[config.mk]
export PLATFORM = sky130hd
export DESIGN_NAME = key_scan
export DESIGN_NICKNAME = d
export VERILOG_FILES = /design/src/rtl/key_pkg.sv /design/src/rtl/key_debounce.sv /design/src/rtl/key_scan.sv
export SDC_FILE = /design/constraint.sdc
export NUM_CORES = 1
export LEC_CHECK = 0
export ABC_AREA = 1
export CORE_MARGIN = 10
export CORE_UTILIZATION = 58
export DETAILED_ROUTE_END_ITERATION = 16
export GPL_ROUTABILITY_DRIVEN = 0
export PLACE_DENSITY = 0.75
export SLEW_MARGIN = 20
export SYNTH_ARGS = -nofsm -noshare
export SYNTH_HDL_FRONTEND = slang
export SYNTH_SLANG_ARGS = --single-unit
[constraint.sdc]
create_clock -name clk -period 4.45 [get_ports clk]
set_input_delay 0.445 -clock clk [delete_from_list [all_inputs] [get_ports clk]]
set_output_delay 0.445 -clock clk [all_outputs]
set_load 0.03 [all_outputs]
[src/rtl/key_pkg.sv]
// key_pkg -- definitions shared by the key scanner.
//   NUM_KEYS        number of switch channels
//   KEY_IDX_W       width of a channel index
//   EVT_FIFO_DEPTH  entries in the event FIFO
//   key_evt_t       event record {level, idx}
//   lowest_set()    index of the lowest set bit in a channel mask
package key_pkg;

  localparam int NUM_KEYS       = 16;
  localparam int KEY_IDX_W      = 4;
  localparam int EVT_FIFO_DEPTH = 4;
  localparam int FIFO_PTR_W     = 2;
  localparam int FIFO_CNT_W     = 3;

  typedef struct packed {
    logic                 level;
    logic [KEY_IDX_W-1:0] idx;
  } key_evt_t;

  // Priority pick: scanning from the top down, the last hit wins,
  // so the lowest-index set bit is returned. Returns 0 for an empty mask.
  function automatic logic [KEY_IDX_W-1:0] lowest_set(input logic [NUM_KEYS-1:0] v);
    logic [KEY_IDX_W-1:0] idx;
    idx = '0;
    for (int i = NUM_KEYS - 1; i >= 0; i--) begin
      if (v[i]) idx = KEY_IDX_W'(i);
    end
    return idx;
  endfunction

endpackage

[src/rtl/key_debounce.sv]
// key_debounce -- one switch channel: 2-flop synchronizer plus debouncer.
//   clk, rst_n  clock / asynchronous active-low reset
//   sw_async    raw switch level
//   stable      debounced level
//   toggle      high in the cycle whose rising edge flips 'stable'
// The counter runs while the synchronized level differs from 'stable' and
// clears as soon as they agree, so any glitch restarts the count. 'stable'
// flips on the edge where DEBOUNCE_CYCLES consecutive differing samples have
// been seen (counter already at DEBOUNCE_CYCLES-1 and still differing).
module key_debounce #(
  parameter int DEBOUNCE_CYCLES = 500000
) (
  input  logic clk,
  input  logic rst_n,
  input  logic sw_async,
  output logic stable,
  output logic toggle
);

  localparam int CNT_W = $clog2(DEBOUNCE_CYCLES);

  logic             sync1_q, sync1_d;
  logic             sync2_q, sync2_d;
  logic             stable_q, stable_d;
  logic [CNT_W-1:0] cnt_q, cnt_d;

  always_comb begin
    sync1_d  = sw_async;
    sync2_d  = sync1_q;
    stable_d = stable_q;
    cnt_d    = cnt_q;
    toggle   = 1'b0;
    if (sync2_q == stable_q) begin
      cnt_d = '0;
    end else if (cnt_q == CNT_W'(DEBOUNCE_CYCLES - 1)) begin
      stable_d = ~stable_q;
      cnt_d    = '0;
      toggle   = 1'b1;
    end else begin
      cnt_d = cnt_q + 1'b1;
    end
  end

  always_ff @(posedge clk or negedge rst_n) begin
    if (!rst_n) begin
      sync1_q  <= 1'b0;
      sync2_q  <= 1'b0;
      stable_q <= 1'b0;
      cnt_q    <= '0;
    end else begin
      sync1_q  <= sync1_d;
      sync2_q  <= sync2_d;
      stable_q <= stable_d;
      cnt_q    <= cnt_d;
    end
  end

  assign stable = stable_q;

endmodule

[src/rtl/key_scan.sv]
// key_scan -- 16-channel debounced switch scanner with an event FIFO.
//   clk, rst_n  clock / asynchronous active-low reset
//   sw          raw switch levels, bit i = channel i
//   sw_stable   debounced levels
//   evt_valid   event available at FIFO head
//   evt_ready   consumer accepts head event
//   evt_data    head event: bit 4 = level, bits 3:0 = channel
//   evt_count   FIFO occupancy 0..4
// Build option: KEY_SCAN_RELEASE_EVT_EN queues both press and release
// events; without it only 0->1 transitions queue events (level always 1).
//
// Handshake: the head entry transfers on every rising edge where
// evt_valid && evt_ready; evt_data is meaningful only while evt_valid is
// high and stays put until accepted. evt_ready with an empty FIFO is ignored.
module key_scan
  import key_pkg::*;
#(
  parameter int DEBOUNCE_CYCLES = 500000
) (
  input  logic                  clk,
  input  logic                  rst_n,
  input  logic [NUM_KEYS-1:0]   sw,
  output logic [NUM_KEYS-1:0]   sw_stable,
  output logic                  evt_valid,
  input  logic                  evt_ready,
  output logic [KEY_IDX_W:0]    evt_data,
  output logic [FIFO_CNT_W-1:0] evt_count
);

  logic [NUM_KEYS-1:0] stable_w;
  logic [NUM_KEYS-1:0] toggle_w;

  for (genvar g = 0; g < NUM_KEYS; g++) begin : g_ch
    key_debounce #(.DEBOUNCE_CYCLES(DEBOUNCE_CYCLES)) u_deb (
      .clk      (clk),
      .rst_n    (rst_n),
      .sw_async (sw[g]),
      .stable   (stable_w[g]),
      .toggle   (toggle_w[g])
    );
  end

  logic [NUM_KEYS-1:0]   pending_q, pending_d;
  key_evt_t              mem_q [EVT_FIFO_DEPTH];
  key_evt_t              mem_d [EVT_FIFO_DEPTH];
  logic [FIFO_PTR_W-1:0] wr_ptr_q, wr_ptr_d;
  logic [FIFO_PTR_W-1:0] rd_ptr_q, rd_ptr_d;
  logic [FIFO_CNT_W-1:0] count_q, count_d;

  logic                  pop, push;
  logic [KEY_IDX_W-1:0]  scan_idx;
  logic [NUM_KEYS-1:0]   pend_set;
  logic                  push_level;

  always_comb begin
    scan_idx = lowest_set(pending_q);
`ifdef KEY_SCAN_RELEASE_EVT_EN
    pend_set   = toggle_w;
    // Level is read at push time, so a channel that flipped twice while
    // waiting reports where it is now.
    push_level = stable_w[scan_idx];
`else
    // stable_w is the pre-toggle level: 0 means this is a 0->1 transition.
    pend_set   = toggle_w & ~stable_w;
    push_level = 1'b1;
`endif
  end

  always_comb begin
    pop  = (count_q != '0) && evt_ready;
    // A full FIFO still accepts a push when the head leaves this cycle.
    push = (pending_q != '0) &&
           ((count_q != FIFO_CNT_W'(EVT_FIFO_DEPTH)) || pop);

    pending_d = pending_q;
    mem_d     = mem_q;
    if (push) begin
      pending_d[scan_idx]    = 1'b0;
      mem_d[wr_ptr_q].level  = push_level;
      mem_d[wr_ptr_q].idx    = scan_idx;
    end
    // A new toggle wins over the clear of the entry just pushed.
    pending_d = pending_d | pend_set;

    wr_ptr_d = wr_ptr_q + FIFO_PTR_W'(push);
    rd_ptr_d = rd_ptr_q + FIFO_PTR_W'(pop);
    case ({push, pop})
      2'b10:   count_d = count_q + 1'b1;
      2'b01:   count_d = count_q - 1'b1;
      default: count_d = count_q;
    endcase
  end

  always_ff @(posedge clk or negedge rst_n) begin
    if (!rst_n) begin
      pending_q <= '0;
      wr_ptr_q  <= '0;
      rd_ptr_q  <= '0;
      count_q   <= '0;
      for (int i = 0; i < EVT_FIFO_DEPTH; i++) mem_q[i] <= '0;
    end else begin
      pending_q <= pending_d;
      wr_ptr_q  <= wr_ptr_d;
      rd_ptr_q  <= rd_ptr_d;
      count_q   <= count_d;
      for (int i = 0; i < EVT_FIFO_DEPTH; i++) mem_q[i] <= mem_d[i];
    end
  end

  assign sw_stable = stable_w;
  assign evt_valid = (count_q != '0);
  assign evt_data  = evt_valid ? mem_q[rd_ptr_q] : '0;
  assign evt_count = count_q;

endmodule

# Word level (Yosys, flattened, before mapping)
# Index checks and enable logic that the tools add are counted.
[classes] order_cmp=5 eq_ne=35 n_addsub=20 muxes=94 reduce_logical=24 n_bitwise=39
[op_table] op="19-bit two-way mux" n=32
[op_table] op="19-bit by 1-bit adder with 19-bit output, second input constant" n=16
[op_table] op="19-bit equality test, second input constant" n=16
[op_table] op="4-bit two-way mux" n=17
[op_table] op="20-bit bitwise mux" n=2
[op_table] op="1-bit two-way mux" n=33
[op_table] op="16-bit AND" n=2
[op_table] op="1-bit inverter" n=32
[op_table] op="16-bit inverter" n=2
[op_table] op="2-bit AND reduction" n=16
[op_table] op="5-bit demux with 2-bit select" n=2
[op_table] op="5-bit two-way mux" n=4
[op_table] op="1-bit equality test" n=16
[op_table] op="16-bit two-way mux" n=1
[op_table] op="16-bit OR" n=1
[op_table] op="16-bit nonzero test" n=1
[op_table] op="5-bit binary-select mux with 2-bit select" n=1
[op_table] op="3-bit greater-or-equal comparator, second input constant" n=2
[op_table] op="2-bit inverter with 3-bit output" n=2
[op_table] op="3-bit one-hot mux with 2 select lines" n=1
[op_table] op="4-bit by 5-bit < comparator with 1-bit output, second input constant" n=1
[op_table] op="2-bit by 1-bit adder with 2-bit output" n=2
[op_table] op="1-bit demux with 4-bit select" n=1
[op_table] op="4-bit by 1-bit greater-or-equal comparator with 1-bit output, second input constant" n=1
[op_table] op="10 further kinds" n=13
[word_totals] output_inout_bits=25 reg_bits=395 in_bits=19

# Logic depth before layout (Yosys ltp)
[depth] ltp_word=24 depth_mapped=19

# By module
# From an unflattened synthesis, not the netlist that was laid out.
[hier_totals] hier_cells=2665 area_unflattened_um2=21588.2
[by_module_without_submodules] mod="key_debounce (g_ch[0].u_deb ...)" n_inst=15 cells_per_inst=149 seq_area_each_um2=550.5 area_per_inst_um2=1208.7
[by_module_without_submodules] mod="key_scan" n_inst=1 cells_per_inst=282 seq_area_each_um2=1076.0 area_per_inst_um2=2268.4
[by_module_without_submodules] mod="key_debounce (g_ch[2].u_deb)" n_inst=1 cells_per_inst=148 seq_area_each_um2=550.5 area_per_inst_um2=1189.9

# Worst setup path before layout
# No wires, ideal clock.
[synth_timing] path_type="register to register" start="register count_q[0], in the netlist evt_count[0]" end="register count_q[2], in the netlist evt_count[2]" arrival_ps=2119 path_stages_with_launch=11 required_time_ps=4319 path_buffers=0 setup_slack_ps=2200 cell_sequence="dfrtp_1 nor2_1 nand2_1 inv_1 nor2_1 ha_1 inv_1 fa_1 a21oi_1 o21ai_0 xor2_1"
[synth_between] elab_chain_len=6 word_cells_on_any_way=11 cone_classes="add/sub: 2; eq/ne: 3; mux: 1; reduce/logical: 5"
[synth_rtl] item="start, declared" line="key_scan.sv:48" source="logic [FIFO_CNT_W-1:0] count_q, count_d;"
[synth_rtl] item="start signal, assigned" line="key_scan.sv:105" source="count_q <= count_d;"
[synth_rtl] item="3-bit nonzero test *"
[synth_rtl] item="via evt_valid" line="key_scan.sv:24" source="output logic evt_valid,"
[synth_rtl] item="1-bit logical AND *" line="key_scan.sv:70" source="pop = (count_q != '0) && evt_ready;"
[synth_rtl] item="1-bit logical OR" line="key_scan.sv:73" source="((count_q != FIFO_CNT_W'(EVT_FIFO_DEPTH)) || pop);"
[synth_rtl] item="1-bit logical AND" line="key_scan.sv:72" source="push = (pending_q != '0) &&"
[synth_rtl] item="2-bit by 1-bit equality test with 1-bit output or 2-bit equality test (tied branches)" line="key_scan.sv:87" source="case ({push, pop})"
[synth_rtl] item="3-bit one-hot mux with 2 select lines or 2-bit nonzero test (tied branches)"
# Mark *: on every way through the listed nets, which the timed path passes. The rest lies on a longest branch.
# A chain may end at the register's enable or synchronous reset.

# Worst setup path after layout
[layout_timing] start="register rd_ptr_q[0]" end="output port evt_data[3]"
[layout_between] elab_chain_len=5
[layout_rtl] item="start, declared" line="key_scan.sv:47" source="logic [FIFO_PTR_W-1:0] rd_ptr_q, rd_ptr_d;"
[layout_rtl] item="start signal, assigned" line="key_scan.sv:104" source="rd_ptr_q <= rd_ptr_d;"
[layout_rtl] item="2-bit inverter with 3-bit output (not written as such)" line="key_scan.sv:112" source="assign evt_data = evt_valid ? mem_q[rd_ptr_q] : '0;"
[layout_rtl] item="5-bit binary-select mux with 2-bit select" line="key_scan.sv:112"
[layout_rtl] item="5-bit two-way mux (not written as such) (2 in a row)" line="key_scan.sv:112"
[layout_rtl] item="5-bit two-way mux" line="key_scan.sv:112"
[layout_rtl] item="end, declared" line="key_scan.sv:26" source="output logic [KEY_IDX_W:0] evt_data,"
# No other way between the ends. The select of a mux whose other input is x is not followed.

==> results_dict.tcl <==
set metrics [dict create \
    cts_tree "built" \
    reg2reg_from "pending_q[11]$_DFF_PN0_" \
    worst-path-max-fanout 11 \
    p_leak_nw 9.290 \
    avgViaCountPerCell 5.329 \
    path_cells "inv_1 > a21oi_1 > o21ai_0 > a21oi_1 > clkdlybuf4s50_1" \
    routedWlPerCell_um 13.58 \
    p_per_area_mw_per_mm2 434.7 \
    syn_area_mm2 0.01917 \
    layout_common_cells "dfrtp_1, nor2_1, inv_1" \
    syn_nets 2230 \
    cts-buffers-inserted 43 \
    place_hpwl_mm 26.24 \
    cp-end-kind "primary output" \
    routed_wl_mm 37.02 \
    power_frac_clock_pct 39.8 \
    dieArea_mm2 0.04072 \
    dr.pass1.iters 5 \
    drv_slew 0 \
    violations "hold timing" \
    rsz0062_at_grt "false" \
    crit_path_frequent_cell "a21oi_1" \
    worstSkewPairLatency_ns 0.54 \
    antennaDiodeCount 0 \
    final_common_cell "dfrtp_1" \
    worst_pin_slew_ns 0.9092 \
    start_util_pct 58.91 \
    syn-instance-count 2191 \
    avgSynthCellArea_um2 8.749 \
    tns_ns 0 \
    status "finished, violations left" \
    drc_errors 0 \
    crit_arrival_ns 2.45 \
    cts_hold_buf 0 \
    sequentialPowerShare_pct 42.2 \
    track_usage_pct 18.29 \
    synth_ff_type "dfrtp_1" \
    fin_crit_sh_pct 65.00 \
    switching_share_pct 29.07 \
    synth.distinct_cells 53 \
    ff2ff_path_depth 11 \
    p_sw_mw 2.724 \
    max-cap-violations 0 \
    core-area_mm2 0.03254 \
    area_growth_pct 12.43 \
    period_minus_slack_ns 2.893 \
    crit_family "buffers and inverters" \
    grt.overflow.total 0 \
    die_y_um 201.8 \
    nets 2292 \
    max_slew_margin_pct 39.38 \
    layout-drive-gt1-share_pct 9.103 \
    start_kind "register" \
    grt_pass1_wl_mm 64.72 \
    intPower_mw 6.644 \
    num_vias 14530 \
    critical_path.endpoint "evt_data[3]" \
    final_util_pct 66.24 \
    synth_seq_cells 395 \
    synthArstFlopShare_pct 100.0 \
    seq_area_frac_synth_pct 51.57 \
    p_comb_share_pct 18.0 \
    timing.rr.end "evt_count[2]$_DFFE_PN0P_" \
    finalSetupViolCount 0 \
    crit_type "reg2out" \
    grt.met2_usage_pct 30.19 \
    drtIter0Drc 889 \
    total_power_mw 9.368 \
    r2r_slack_ns 2.05 \
    synth_edf_count 0 \
    max_stage_delay_ns 0.69 \
    ant_nets 0 \
    peakVddDrop_mv 0.4289 \
    whs_ns -0.05681 \
    synth_warnings 0 \
    fmax_mhz 345.7 \
    cts-resized-gates 0 \
    std_cell_rows 66 \
    crit_start "rd_ptr_q[0]$_DFF_PN0_" \
    io_buffer_count 43 \
    nFillCells 2660 \
    crit_cells 5 \
    met1_usage_pct 24.40 \
    cts_setup_buffers 0 \
    fin_worst_skew_ns 0.01721 \
    cpMaxStageDelayCell "clkdlybuf4s50_1" \
    clockBufferDepth 3 \
    hold_violations 16 \
    die-width_um 201.8 \
    cts_sinks 395 \
    gr-usage-met3_pct 3.326 \
    grt_pass1_vias 14240 \
    cp_num_buf_inv 2 \
    cts_htree_levels 2 \
    io-pin-count 44 \
    min_path_type "in2async" \
    cp.required_ns 4.01 \
    root_buffer "clkbuf_16" \
    path_clk_slew_ns 0.06 \
    grt-busiest-layer "met2" \
    antenna_found_initial 0 \
    grt_max_degree 112 \
]
power groups by stage:
stage | clock, mW | combinational (mW) | sequential, mW
after CTS | 3.82 | 1.71 | 3.95
after global routing | 3.97 | 1.92 | 3.98
after detailed placement | 0 | 1.70 | 4.02
final | 3.73 | 1.69 | 3.96
after global placement | 0 | 1.65 | 4.01
after floorplan | 0 | 1.15 | 3.99
cell families (layout without fill, tap and decap cells):
kind of cell	Yosys count	after routing	share of synthesized area, %
simple gates	1050	1050	27.12
flops	395	395	51.57
buf+inv	364	458	7.454
compound gates	255	255	7.585
xor+xnor	104	104	4.752
fa+ha+maj	20	20	1.345
mux	3	3	0.1762
cell usage after synthesis (19+ instances only):
cell type  count  area, um^2
xnor2_1       35       306.5
nor3b_1       41       307.8
a211oi_1      20       150.1
a21oi_1       99       495.5
xor2_1        69       604.3
inv_2         22       82.58
nor2_1       303        1137
nand4_1       87       544.3
o21ai_0       68       340.3
ha_1          19       237.7
nor4_1        37       231.5
nor2_2        36       225.2
dfrtp_1      395        9884
inv_1        300        1126
a31oi_1       24       150.1
nand2_1      287        1077
nand3_1       94       470.5
nor3_1        90       450.4
worst min-delay path by stage:
stage	end	depth (start not counted)	slack, ns
floorplan	evt_count[0]$_DFFE_PN0P_	0	0.15
global placement	g_ch[4].u_deb.sync2_q$_DFF_PN0_	0	0.33
detailed placement	g_ch[10].u_deb.sync2_q$_DFF_PN0_	0	0.33
CTS	g_ch[3].u_deb.cnt_q[18]$_DFF_PN0_	1	0.004
global route	g_ch[13].u_deb.cnt_q[18]$_DFF_PN0_	1	0.04
finish	g_ch[13].u_deb.cnt_q[12]$_DFF_PN0_	1	-0.06
layer usage:
layer	vias to the layer above	share of wire [%]
li1	7347	-
met1	6933	48
met2	195	47
met3	56	4.2
met4	0	1.7
met5	-	0
registers in the layout, summed over array words and instances (netlist names):
name and cells:
rd_ptr_q 2, pending_q 16, evt_count 3, g_ch.u_deb.sync1_q 16, g_ch.u_deb.stable 16, g_ch.u_deb.cnt_q 304
mem_q 20, g_ch.u_deb.sync2_q 16, wr_ptr_q 2
worst reg2reg max path, cell delays in order (launching register included):
cell and delay, ns:
dfrtp_1 0.39, nor4_1 0.42, inv_1 0.07, nor2_1 0.13, inv_1 0.06, o21ai_2 0.16, ha_1 0.17, inv_1 0.07
fa_1 0.38, a21oi_1 0.16, o21ai_0 0.12, xor2_1 0.16
layout make-up:
class                           count  area, um^2  share of cell area, %
Clock buffer                       58        1245                  5.776
Timing Repair Buffer               48       510.5                  2.369
Tap cell                          442       553.0                  2.566
Sequential cell                   395        9884                  45.86
Clock inverter                     19       254.0                  1.179
Multi-Input combinational cell   1432        7855                  36.45
Inverter                          333        1250                  5.800
through the flow:
| stage | hold WS (ns) | setup WS, ns | instances | instance area (um^2) |
|---|---|---|---|---|
| 2_1_floorplan | 0.1494 | 2.200 | 2191 | 19170 |
| 3_3_place_gp | 0.3333 | 2.079 | 2650 | 20050 |
| 3_5_place_dp | 0.3347 | 2.038 | 2650 | 20050 |
| 4_1_cts | 0.004131 | 1.514 | 2727 | 21550 |
| 5_1_grt | 0.03917 | 1.429 | 2727 | 21550 |
| 6_report | -0.05681 | 1.557 | 2727 | 21550 |
(Power assumes the default switching activity.)
